### src/rtl/pipe_exec_ctrl_pkg.sv
// Shared definitions for the execution sequencer: FSM states, debug command codes
// and dump-length helpers.
package pipe_exec_ctrl_pkg;

    typedef enum logic [3:0] {
        ST_IDLE,
        ST_RUN,
        ST_STEP,
        ST_DPC,
        ST_DCYC,
        ST_RREQ,
        ST_RWAIT,
        ST_MREQ,
        ST_MWAIT,
        ST_DONE
    } state_e;

    typedef enum logic [1:0] {
        CMD_RUN   = 2'd0,
        CMD_STEP  = 2'd1,
        CMD_DUMP  = 2'd2,
        CMD_CLEAR = 2'd3
    } cmd_e;

    // PC and cycle count precede the register and memory words.
    localparam int DUMP_HDR_WORDS = 2;

    function automatic int dump_len(input int nb_reg, input int n_mem_words);
        return DUMP_HDR_WORDS + (1 << nb_reg) + n_mem_words;
    endfunction

endpackage

### src/rtl/pexc_cycle_ctr.sv
// Saturating executed-cycle counter with synchronous clear and count enable.
module pexc_cycle_ctr #(
    parameter int NB = 10
) (
    input  logic          clk,
    input  logic          rst_n,
    input  logic          clear,
    input  logic          enable,
    output logic [NB-1:0] count
);

    always_ff @(posedge clk) begin
        if (!rst_n) begin
            count <= '0;
        end else if (clear) begin
            count <= '0;
        end else if (enable && (count != {NB{1'b1}})) begin
            count <= count + 1'b1;
        end
    end

endmodule

### src/rtl/pipe_exec_ctrl.sv
// Execution sequencer: RUN/STEP gating of pipeline and data memory, cycle counting and
// a handshaked state dump. Optional RUN watchdog enabled by defining PIPE_EXEC_WDOG_EN.
module pipe_exec_ctrl
    import pipe_exec_ctrl_pkg::*;
#(
    parameter int NB_DATA     = 32,
    parameter int NB_REG      = 5,
    parameter int NB_ADDR     = 10,
    parameter int N_MEM_WORDS = 32,
    parameter int MAX_CYCLES  = 1024
) (
    input  logic               i_clock,
    input  logic               i_reset,
    input  logic               i_cmd_valid,
    input  logic [1:0]         i_cmd,
    output logic               o_cmd_ready,
    input  logic               i_halt,
    input  logic [NB_ADDR-1:0] i_pc,
    input  logic [NB_DATA-1:0] i_reg_data,
    input  logic [NB_DATA-1:0] i_mem_data,
    output logic               o_enable_pipe,
    output logic               o_enable_mem,
    output logic               o_rd_reg,
    output logic [NB_REG-1:0]  o_addr_reg,
    output logic               o_rd_mem,
    output logic [NB_ADDR-1:0] o_addr_mem,
    output logic [NB_ADDR-1:0] o_cycles,
    output logic               o_dump_valid,
    output logic [NB_DATA-1:0] o_dump_data,
    input  logic               i_dump_ready,
    output logic               o_halted
);

    localparam int N_REGS = 2 ** NB_REG;

    state_e               state;
    state_e               state_next;
    logic                 halted;
    logic                 timeout;
    logic                 held;
    logic [NB_REG-1:0]    reg_idx;
    logic [NB_ADDR-1:0]   mem_idx;
    logic [NB_DATA-1:0]   dump_word;
    logic                 cmd_fire;
    logic                 cnt_clear;
    logic                 exec;
    logic                 last_reg;
    logic                 last_mem;
    logic                 wdog_hit;

    assign cmd_fire  = i_cmd_valid && (state == ST_IDLE);
    assign cnt_clear = cmd_fire && (cmd_e'(i_cmd) == CMD_CLEAR);
    assign exec      = (state == ST_RUN) || (state == ST_STEP);
    assign last_reg  = (reg_idx == NB_REG'(N_REGS - 1));
    assign last_mem  = (mem_idx == NB_ADDR'(N_MEM_WORDS - 1));

    assign o_addr_reg = reg_idx;
    assign o_addr_mem = mem_idx;
    assign o_halted   = halted;

`ifdef PIPE_EXEC_WDOG_EN
    logic [31:0] run_cnt;

    always_ff @(posedge i_clock) begin
        if (!i_reset || (state != ST_RUN)) begin
            run_cnt <= '0;
        end else begin
            run_cnt <= run_cnt + 1'b1;
        end
    end

    assign wdog_hit = (state == ST_RUN) && (run_cnt == 32'(MAX_CYCLES - 1));
`else
    logic unused_max_cycles;

    assign wdog_hit          = 1'b0;
    assign unused_max_cycles = (MAX_CYCLES > 0);
`endif

    pexc_cycle_ctr #(
        .NB (NB_ADDR)
    ) u_cycle_ctr (
        .clk    (i_clock),
        .rst_n  (i_reset),
        .clear  (cnt_clear),
        .enable (exec),
        .count  (o_cycles)
    );

    // NOTE: reset is sampled on the clock edge only; it is not in the sensitivity list.
    always_ff @(posedge i_clock) begin
        if (!i_reset) begin
            state <= ST_IDLE;
        end else begin
            state <= state_next;
        end
    end

    // NOTE: every output and next-state value gets a default first, so no path infers a latch.
    always_comb begin
        state_next    = state;
        o_cmd_ready   = 1'b0;
        o_enable_pipe = 1'b0;
        o_enable_mem  = 1'b0;
        o_rd_reg      = 1'b0;
        o_rd_mem      = 1'b0;
        o_dump_valid  = 1'b0;
        o_dump_data   = '0;
        case (state)
            ST_IDLE: begin
                o_cmd_ready = 1'b1;
                if (i_cmd_valid) begin
                    case (cmd_e'(i_cmd))
                        CMD_RUN:   if (!halted) state_next = ST_RUN;
                        CMD_STEP:  if (!halted) state_next = ST_STEP;
                        CMD_DUMP:  state_next = ST_DPC;
                        default:   state_next = ST_IDLE;
                    endcase
                end
            end
            ST_RUN: begin
                o_enable_pipe = 1'b1;
                o_enable_mem  = 1'b1;
                if (i_halt || wdog_hit) state_next = ST_DPC;
            end
            ST_STEP: begin
                o_enable_pipe = 1'b1;
                o_enable_mem  = 1'b1;
                state_next    = ST_DPC;
            end
            ST_DPC: begin
                o_dump_valid = 1'b1;
                o_dump_data  = {{(NB_DATA - NB_ADDR){1'b0}}, i_pc};
                if (i_dump_ready) state_next = ST_DCYC;
            end
            ST_DCYC: begin
                o_dump_valid = 1'b1;
                o_dump_data  = {timeout, {(NB_DATA - NB_ADDR - 1){1'b0}}, o_cycles};
                if (i_dump_ready) state_next = ST_RREQ;
            end
            ST_RREQ: begin
                o_rd_reg   = 1'b1;
                state_next = ST_RWAIT;
            end
            ST_RWAIT: begin
                o_dump_valid = 1'b1;
                o_dump_data  = held ? dump_word : i_reg_data;
                if (i_dump_ready) state_next = last_reg ? ST_MREQ : ST_RREQ;
            end
            ST_MREQ: begin
                o_enable_mem = 1'b1;
                o_rd_mem     = 1'b1;
                state_next   = ST_MWAIT;
            end
            ST_MWAIT: begin
                o_enable_mem = 1'b1;
                o_dump_valid = 1'b1;
                o_dump_data  = held ? dump_word : i_mem_data;
                if (i_dump_ready) state_next = last_mem ? ST_DONE : ST_MREQ;
            end
            ST_DONE: begin
                state_next = ST_IDLE;
            end
            default: begin
                state_next = ST_IDLE;
            end
        endcase
    end

    // Read data is shown live in the first WAIT cycle and frozen in dump_word while stalled.
    always_ff @(posedge i_clock) begin
        if (!i_reset) begin
            halted    <= 1'b0;
            timeout   <= 1'b0;
            held      <= 1'b0;
            reg_idx   <= '0;
            mem_idx   <= '0;
            dump_word <= '0;
        end else begin
            if (cnt_clear) begin
                halted  <= 1'b0;
                timeout <= 1'b0;
            end else if (exec && (i_halt || wdog_hit)) begin
                halted  <= 1'b1;
                timeout <= wdog_hit && !i_halt;
            end

            if ((state == ST_RWAIT) && i_dump_ready) begin
                reg_idx <= reg_idx + 1'b1;
            end
            if ((state == ST_MWAIT) && i_dump_ready) begin
                mem_idx <= last_mem ? '0 : mem_idx + 1'b1;
            end

            if ((state == ST_RWAIT) || (state == ST_MWAIT)) begin
                if (!held) dump_word <= o_dump_data;
                held <= !i_dump_ready;
            end else begin
                held <= 1'b0;
            end
        end
    end

endmodule

### config.mk
export PLATFORM = sky130hd
export DESIGN_NAME = pipe_exec_ctrl
export DESIGN_NICKNAME = d
export VERILOG_FILES = /design/src/rtl/pipe_exec_ctrl_pkg.sv /design/src/rtl/pexc_cycle_ctr.sv /design/src/rtl/pipe_exec_ctrl.sv
export SDC_FILE = /design/constraint.sdc
export NUM_CORES = 1
export LEC_CHECK = 0
export CAP_MARGIN = 20
export CELL_PAD_IN_SITES_DETAIL_PLACEMENT = 1
export CELL_PAD_IN_SITES_GLOBAL_PLACEMENT = 1
export CORE_ASPECT_RATIO = 0.6
export CORE_MARGIN = 2
export CORE_UTILIZATION = 34
export DETAILED_ROUTE_END_ITERATION = 8
export HOLD_SLACK_MARGIN = 0.06
export PLACE_DENSITY = 0.95
export REMOVE_ABC_BUFFERS = 1
export SYNTH_ARGS = -nofsm -noshare
export SYNTH_HDL_FRONTEND = slang
export SYNTH_SLANG_ARGS = --single-unit
export TNS_END_PERCENT = 30
### constraint.sdc
create_clock -name i_clock -period 3.43 [get_ports i_clock]
set_clock_uncertainty 0.1 [all_clocks]
set_input_delay 0.343 -clock i_clock [delete_from_list [all_inputs] [get_ports i_clock]]
set_output_delay 0.343 -clock i_clock [all_outputs]
set_load 0.05 [all_outputs]
# Word level (Yosys, flattened, before mapping)
# Cells that the tools add are included.
# totals
ff_bits	63
wordCells	74
# op_classes
n_addsub	3
eq_ne	22
muxes	22
n_bitwise	2
n_reduce_logical	18
# ops
op	n
32-bit case mux with 4 select lines	1
32-bit two-way mux	2
4-bit two-way mux	9
4-bit case mux with 9 select lines	1
10-bit by 1-bit adder with 10-bit output (second input constant)	2
4-bit by 3-bit equality test with 1-bit output (second input constant)	4
2-bit inequality test (second input constant)	6
4-bit case mux with 3 select lines	1
10-bit by 5-bit equality test with 1-bit output (second input constant)	1
10-bit two-way mux	1
10-bit inequality test (second input constant)	1
4-bit by 2-bit equality test with 1-bit output (second input constant)	2
8-bit AND reduction	1
4-bit OR reduction	2
1-bit logical AND	6
1-bit two-way mux	6
3-bit inequality test (second input constant)	2
5-bit by 1-bit adder with 5-bit output (second input constant)	1
5-bit equality test (second input constant)	1
2-bit equality test (second input constant)	2
4-bit by 1-bit equality test with 1-bit output (second input constant)	1
4-bit equality test (second input constant)	1
4-bit zero test	1
2-bit AND reduction	2
7 further kinds	10

# Logic depth before layout (Yosys ltp)
# Gate-level depths: netlist (run 1).
# depth
ltp_word	4
mapped_depth	7
depth_no_buf	7

# Hierarchy
# From an unflattened synthesis (run 1), not the netlist that was laid out.
# unflattened
cells_unflattened	464
area_unflattened_um2	3915.0
# modules_own_cells
mod	n_inst	cells_each	area_per_inst_um2	seq_area_each_um2
pipe_exec_ctrl	1	406	3402.0	1061.0
pexc_cycle_ctr	1	58	513.0	200.2

# Least setup slack after synthesis (run 1)
# OpenSTA, ideal clock, no wires.
# synth_timing
path_kind	register to register
start	register state[1]
end	register u_cycle_ctr.count[9]
arrival_ps	2765
required_ps	3195
setup_slack_ps	430
stages_incl_launch_ff	6
n_path_buf	1
synth_period_minus_slack_ps	3000
cell_sequence	dfxtp_1 -> buf_6 -> nor4_1 -> a21oi_1 -> o311ai_0 -> o41ai_1
# synth_via
elab_chain_cells	4
elab_cells_between_ends	8
cone_classes	eq/ne (2); reduce/logical (6)
# synth_lines
item	line	source
from (decl)	pipe_exec_ctrl.sv:36	state_e state;
from (signal assigned)	pipe_exec_ctrl.sv:95	state <= state_next;
4-bit zero test	pipe_exec_ctrl.sv:51	assign cmd_fire = i_cmd_valid && (state == ST_IDLE);
1-bit logical AND	pipe_exec_ctrl.sv:51	
1-bit logical AND	pipe_exec_ctrl.sv:52	assign cnt_clear = cmd_fire && (cmd_e'(i_cmd) == CMD_CLEAR);
2-bit OR reduction (no line)	n/a	
to (signal assigned)	pexc_cycle_ctr.sv:18	count <= count + 1'b1;
to (decl)	pexc_cycle_ctr.sv:9	output logic [NB-1:0] count
# Parallel ways exist; a longest one is shown, timed or not.
# A chain may end at the register's enable or synchronous reset.

# Worst setup path in the final report (run 1)
# layout_timing
start	register state[1]
end	output port o_dump_data[25]
# layout_via
elab_chain_cells	2
elab_cells_between_ends	5
cone_classes	eq/ne (4); mux (1)
# layout_lines
item	line	source
4-bit equality test, or another cell as far along	pipe_exec_ctrl.sv:109	case (state)
32-bit case mux with 4 select lines *	pipe_exec_ctrl.sv:109	
to (decl)	pipe_exec_ctrl.sv:29	output logic [NB_DATA-1:0] o_dump_data,
# Mark *: on every way between the ends. The rest lies on a longest branch, timed or not.

==> results of run 1 <==
[cell usage after synthesis (all sizes together) (3+ instances only)]
master	count
a22o	9
xor2	11
nand4	6
a21o	23
o21ai	36
or4	4
a311oi	3
or3	3
nor2b	24
clkbuf	20
a22oi	22
nand3b	3
buf	17
nand3	22
o31ai	3
and3	4
o21a	26
a21oi	19
ha	9
and2	5
nor2	36
inv	27
a41oi	9
dfxtp	63
nor4	4
nor3	3
nand2	52
[kinds of logic (layout without fill, tap and decap cells)]
group,Yosys count,after routing,share of synthesized area [%]
compound gates,168,168,30.0
simple gates,180,180,24.3
fa+ha+maj,9,9,2.88
mux,2,2,0.576
buf+inv,65,196,7.10
xor+xnor,12,12,2.88
flops,63,63,32.2
[cell type report]
type | instances | share of cell area [%]
Tap cell | 144 | 2.98
Clock inverter | 4 | 0.745
Multi-Input combinational cell | 371 | 39.3
Inverter | 28 | 1.74
Timing Repair Buffer | 152 | 30.3
Sequential cell | 63 | 20.9
Clock buffer | 12 | 4.08
[tightest hold or removal path, delay by kind of cell (launching register included)]
family             cells  cell delay, ns
DFF                    1            0.35
and+or+nand+nor        1            0.07
AOI/OAI and AO/OA      1            0.05
[worst paths after layout]
path	startpoint	endpoint
worst max-delay path	state[1]	o_dump_data[25]
worst min-delay path	o_halted	o_halted
worst max register to register	state[1]	dump_word[1]
worst min register to register	o_halted	o_halted
[cell usage in the layout (no fill, tap or decap), drive strengths merged, types with 3 or more instances in the layout]
master,synthesis,final
nand2,52,52
a41oi,9,9
nor2,36,36
or3,3,3
nor3,3,3
nand4,6,6
clkbuf,20,12
dfxtp,63,63
or4,4,4
a21oi,19,19
buf,17,40
a22o,9,9
a311oi,3,3
a22oi,22,22
and3,4,4
ha,9,9
a21o,23,23
inv,27,27
nor4,4,4
nand3,22,22
xor2,11,11
o21ai,36,36
clkinv,1,4
o21a,26,26
nand3b,3,3
nor2b,24,24
o31ai,3,3
clkdlybuf4s50,0,112
and2,5,5
[routing by layer]
metal | global-route usage [%] | vias up
met1 | 30.9 | 2121
met5 | 0 | -
met2 | 42.4 | 122
met3 | 5.77 | 13
li1 | - | 2044
met4 | 5.31 | 0
[metrics by stage]
stage	area [µm²]	util (%)
6_report	6050	53.7
5_1_grt	6050	53.7
4_1_cts	6050	53.7
3_5_place_dp	5760	51.1
3_3_place_gp	5760	51.1
2_1_floorplan	3740	-
[power by group through the flow]
stage / Combinational (mW) / Clock, mW / Sequential (mW)
2_1_floorplan: 1.16 / 0 / 1.06
3_5_place_dp: 2.12 / 0 / 1.05
3_3_place_gp: 2.04 / 0 / 1.03
6_report: 2.13 / 0.896 / 1.04
5_1_grt: 2.25 / 0.950 / 1.06
4_1_cts: 2.13 / 0.914 / 1.03
==> impl_metrics.csv, run 1 <==
group,metric,value,unit
floorplan,row_count,30,
sta,hold_violations,0,
global_route,grt_use_total,24.3,%
sta,period_minus_slack,3.11,ns
critical_path,crit_path_max_incr_delay,0.82,ns
clock_tree,htree_num_levels,3,
routing,drcViolationCount,0,
clock_tree,cts_hold_buf,0,
clock_tree,cts_resized,0,
yosys,postSynthAreaPerCell,7.84,µm²
flow_run,drv_cap,0,
global_route,grt_pass1_vias,4541,
global_route,grt_pass1_wl,23900,µm
critical_path,worstPathArrival,2.67,ns
finish,fillers,1308,
yosys,yosys_most_used_dff,"dfxtp_1",
yosys,synth.area.top_cells,"dfxtp_1 (32%), o21a_1 (5.0%), nand2_1 (4.9%)",
sta,fmax,0.322,GHz
routing,drt-met1-wl,6900,µm
routing,vias,4300,
critical_path,cp_data_required_time,2.99,ns
sta,setup_ws,0.322,ns
critical_path,crit_buf_inv,2,
place,gp_congestion,0.864,
finish,top_register,"dump_word",
critical_path,start_kind,"register",
finish,synthToLayoutAreaGrowth,54.6,%
yosys,synthCells,499,
min_path,holdPathStages,2,
sta,rsz0062_at_grt,"false",
clock_tree,cts_root_buf,"clkbuf_16",
place,dp_cells,758,
routing,routed-wl-met3,903,µm
critical_path,ff2ff_path_depth,6,
power_and_ir_drop,p_clk_share,22.1,%
routing,antenna_left,0,
power_and_ir_drop,power_frac_comb,52.4,%
power_and_ir_drop,power.share.sequential,25.5,%
yosys,yosysSeqAreaShare,32.2,%
sta,setup_viol,0,
sta,holdWs,0.411,ns
clock_tree,cts-buffers-inserted,9,
clock_tree,path_clk_slew,0.05,ns
routing,vias_per_cell,5.56,
routing,wl,14900,µm
place,place_hpwl,10900,µm
clock_tree,clkSinkCount,63,
sta,slew-limit-headroom,48.2,%
routing,dr.pass1.iters,4,
yosys,synth_cell_types,63,
critical_path,r2r_slack,0.69,ns
clock_tree,cts_max_path_buffers,2,
power_and_ir_drop,p_per_area,672,nW/µm²
global_route,antenna_found_initial,0,
power_and_ir_drop,peakVddDrop,0.000446,V
floorplan,die-width,142,µm
place,pre_cts_slack,0.683,ns
critical_path,path_max_fanout,22,
critical_path,crit_path_end_kind,"output port",
floorplan,ios,145,
sta,worst_pin_slew,0.775,ns
routing,top_layer,"met4",
power_and_ir_drop,power_leakage,2.50,nW
sta,finalMaxSlewViolations,0,
clock_tree,post_cts_buffers,0,
yosys,yosys.area.top_type,"dfxtp_1",
floorplan,coreArea,11300,µm²
critical_path,cp_top_family,"simple AND/OR/NAND/NOR gates",
yosys,ys_seq_elements,63,
critical_path,worst-setup-path-type,"register to output port",
critical_path,path_depth,6,
critical_path,crit_chain,"and4bb_1, nor2_1, nor2b_1, buf_4, a21o_1, buf_12",
outcome,outcome,"completed",
power_and_ir_drop,p_switching,1.73,mW
clock_tree,clk-insertion-delay-late,0.32,ns
floorplan,die_y,87.1,µm
sta,post-route-period-util,90.6,%
floorplan,initial_utilization,34.7,%
finish,multi_input_area,2370,µm²
routing,wire_per_inst,19.3,µm
routing,drt_iter0_markers,284,
routing,met2_length,7010,µm
global_route,grt_overflow,0,
finish,largest_reg_flops,32,
global_route,grt_max_degree,43,
power_and_ir_drop,internal-power,2.33,mW
finish,num-nets-final,715,
finish,drive_above_1_share,10.6,%
finish,seq_area,1260,µm²
finish,fin_cells,774,
floorplan,dieArea,12400,µm²
clock_tree,cts_tree,"done",
finish,diodes,0,
yosys,ys_warn_count,0,
min_path,hold_class,"register to register",
yosys,async_flop_share,0,%
yosys,synth_edf_count,0,
power_and_ir_drop,power,4.06,mW
place,port_buffers,144,
yosys,syn_area,3910,µm²
sta,finalSetupTns,0,ns
critical_path,critPathSlowestCell,"dfxtp_1",
yosys,synth_top_area_share,32.2,%
power_and_ir_drop,p_sw_share,42.6,%
Note: power is estimated with default switching activity, not from simulation.
==> inputs of run 2 (changes only) <==
--- a/config.mk
+++ b/config.mk
@@ -13,8 +13,9 @@
 export CORE_UTILIZATION = 34
 export DETAILED_ROUTE_END_ITERATION = 8
 export HOLD_SLACK_MARGIN = 0.06
-export PLACE_DENSITY = 0.95
+export PLACE_DENSITY_LB_ADDON = 0.1
 export REMOVE_ABC_BUFFERS = 1
+export SLEW_MARGIN = 40
 export SYNTH_ARGS = -nofsm -noshare
 export SYNTH_HDL_FRONTEND = slang
 export SYNTH_SLANG_ARGS = --single-unit
==> impl_metrics.csv, run 2 (synthesis gave the netlist of run 1 again) <==
group,metric,value,unit
floorplan,initial_utilization,34.7,%
clock_tree,clk-insertion-delay-late,0.33,ns
global_route,grt_pass1_wl,22300,µm
clock_tree,cts_root_buf,"clkbuf_16",
finish,drive_above_1_share,11.0,%
clock_tree,clkSinkCount,63,
critical_path,worst-setup-path-type,"register to output port",
routing,antenna_left,0,
finish,num-nets-final,714,
sta,period_minus_slack,3.23,ns
floorplan,ios,145,
sta,setup_ws,0.200,ns
clock_tree,cts_resized,0,
critical_path,path_max_fanout,22,
place,gp_congestion,0.842,
critical_path,cp_data_required_time,2.99,ns
sta,hold_violations,0,
place,pre_cts_slack,0.623,ns
power_and_ir_drop,p_per_area,669,nW/µm²
floorplan,coreArea,11300,µm²
power_and_ir_drop,peakVddDrop,0.000390,V
flow_run,drv_cap,0,
finish,most-common-layout-cells,"clkdlybuf4s50_1 (112), dfxtp_1 (61), nand2_1 (51)",
sta,post-route-period-util,94.2,%
global_route,grt_use_total,22.6,%
finish,diodes,0,
floorplan,die-width,142,µm
finish,final_common_cell,"clkdlybuf4s50_1",
routing,drcViolationCount,0,
sta,fmax,0.310,GHz
global_route,antenna_found_initial,0,
global_route,grt_max_degree,44,
critical_path,start_kind,"register",
routing,dr.pass1.iters,4,
routing,vias_per_cell,5.39,
clock_tree,htree_num_levels,3,
sta,slew-limit-headroom,44.6,%
finish,largest_reg_flops,32,
power_and_ir_drop,power,4.06,mW
global_route,grt_overflow,0,
finish,top_register,"dump_word",
sta,finalSetupTns,0,ns
outcome,outcome,"completed",
routing,drt_iter0_markers,217,
global_route,grt_pass1_vias,4305,
critical_path,crit_path_end_kind,"output port",
sta,finalMaxSlewViolations,0,
min_path,hold_class,"register to register",
sta,setup_viol,0,
finish,synthToLayoutAreaGrowth,54.9,%
clock_tree,path_clk_slew,0.06,ns
floorplan,dieArea,12400,µm²
clock_tree,post_cts_buffers,0,
place,port_buffers,144,
sta,worst_pin_slew,0.830,ns
floorplan,die_y,87.1,µm
sta,rsz0062_at_grt,"false",
finish,fillers,1331,
routing,wire_per_inst,18.2,µm
critical_path,worstPathArrival,2.79,ns
floorplan,row_count,30,
routing,wl,14100,µm
clock_tree,cts_hold_buf,0,
clock_tree,cts_tree,"done",
routing,vias,4166,
place,place_hpwl,9980,µm
clock_tree,cts_max_path_buffers,2,
power_and_ir_drop,power_leakage,2.49,nW
clock_tree,cts-buffers-inserted,9,
-- run 2: cell count changes in the layout (fill, tap and decap cells not counted), moves of 2 or more --
| cell | previous run | this run |
|---|---|---|
| clkinv_2 | 3 | 1 |
| buf_4 | 7 | 5 |
| clkinvlp_4 | 0 | 4 |
| clkbuf_1 | 2 | 0 |
-- run 2: worst max-delay path: stages (launching register included) --
cell and delay, ns:
dfxtp_1 0.86, and4bb_1 0.58, nor2_1 0.14, nor2b_1 0.19, buf_4 0.30, a21o_1 0.22, buf_12 0.15
-- run 2: area by class of cell --
cell class	instances	area, µm²	share of cell area, %
clock buffers	9	225	3.72
inverters	28	105	1.73
clock inverters	7	73.8	1.22
repair buffers	151	1840	30.3
well taps	144	180	2.97
flip-flops and latches	63	1260	20.9
multi-input cells	371	2370	39.2
-- run 2: routing by layer --
layer / vias up / track usage [%] / wire length [µm]
li1: 2043 / - / -
met1: 2009 / 30.7 / 6530
met2: 105 / 37.2 / 6600
met3: 9 / 5.11 / 888
met4: 0 / 4.41 / 71
met5: - / 0 / 0
-- run 2: worst paths after layout --
kind	startpoint	cells past startpoint	slack, ns	end
worst max-delay path	state[1]	6	0.20	o_dump_data[18]
worst min-delay path	o_addr_mem[1]	2	0.39	o_addr_mem[1]
worst max register to register	state[1]	6	0.58	dump_word[3]
worst min register to register	o_addr_mem[1]	2	0.39	o_addr_mem[1]
-- run 2: through the flow --
step | util, % | instances | area [µm²] | hold WS (ns)
global placement | 51.2 | 757 | 5760 | 0.371
floorplan | - | 462 | 3740 | 0.322
global route | 53.8 | 773 | 6060 | 0.425
CTS | 53.8 | 773 | 6060 | 0.394
finish | 53.8 | 773 | 6060 | 0.389
detailed placement | 51.2 | 757 | 5760 | 0.385
-- run 2: power breakdown --
| part | internal [mW] | total, mW | switching [mW] |
|---|---|---|---|
| logic | 0.890 | 2.09 | 1.20 |
| clock network | 0.562 | 0.915 | 0.353 |
| registers | 0.871 | 1.06 | 0.184 |
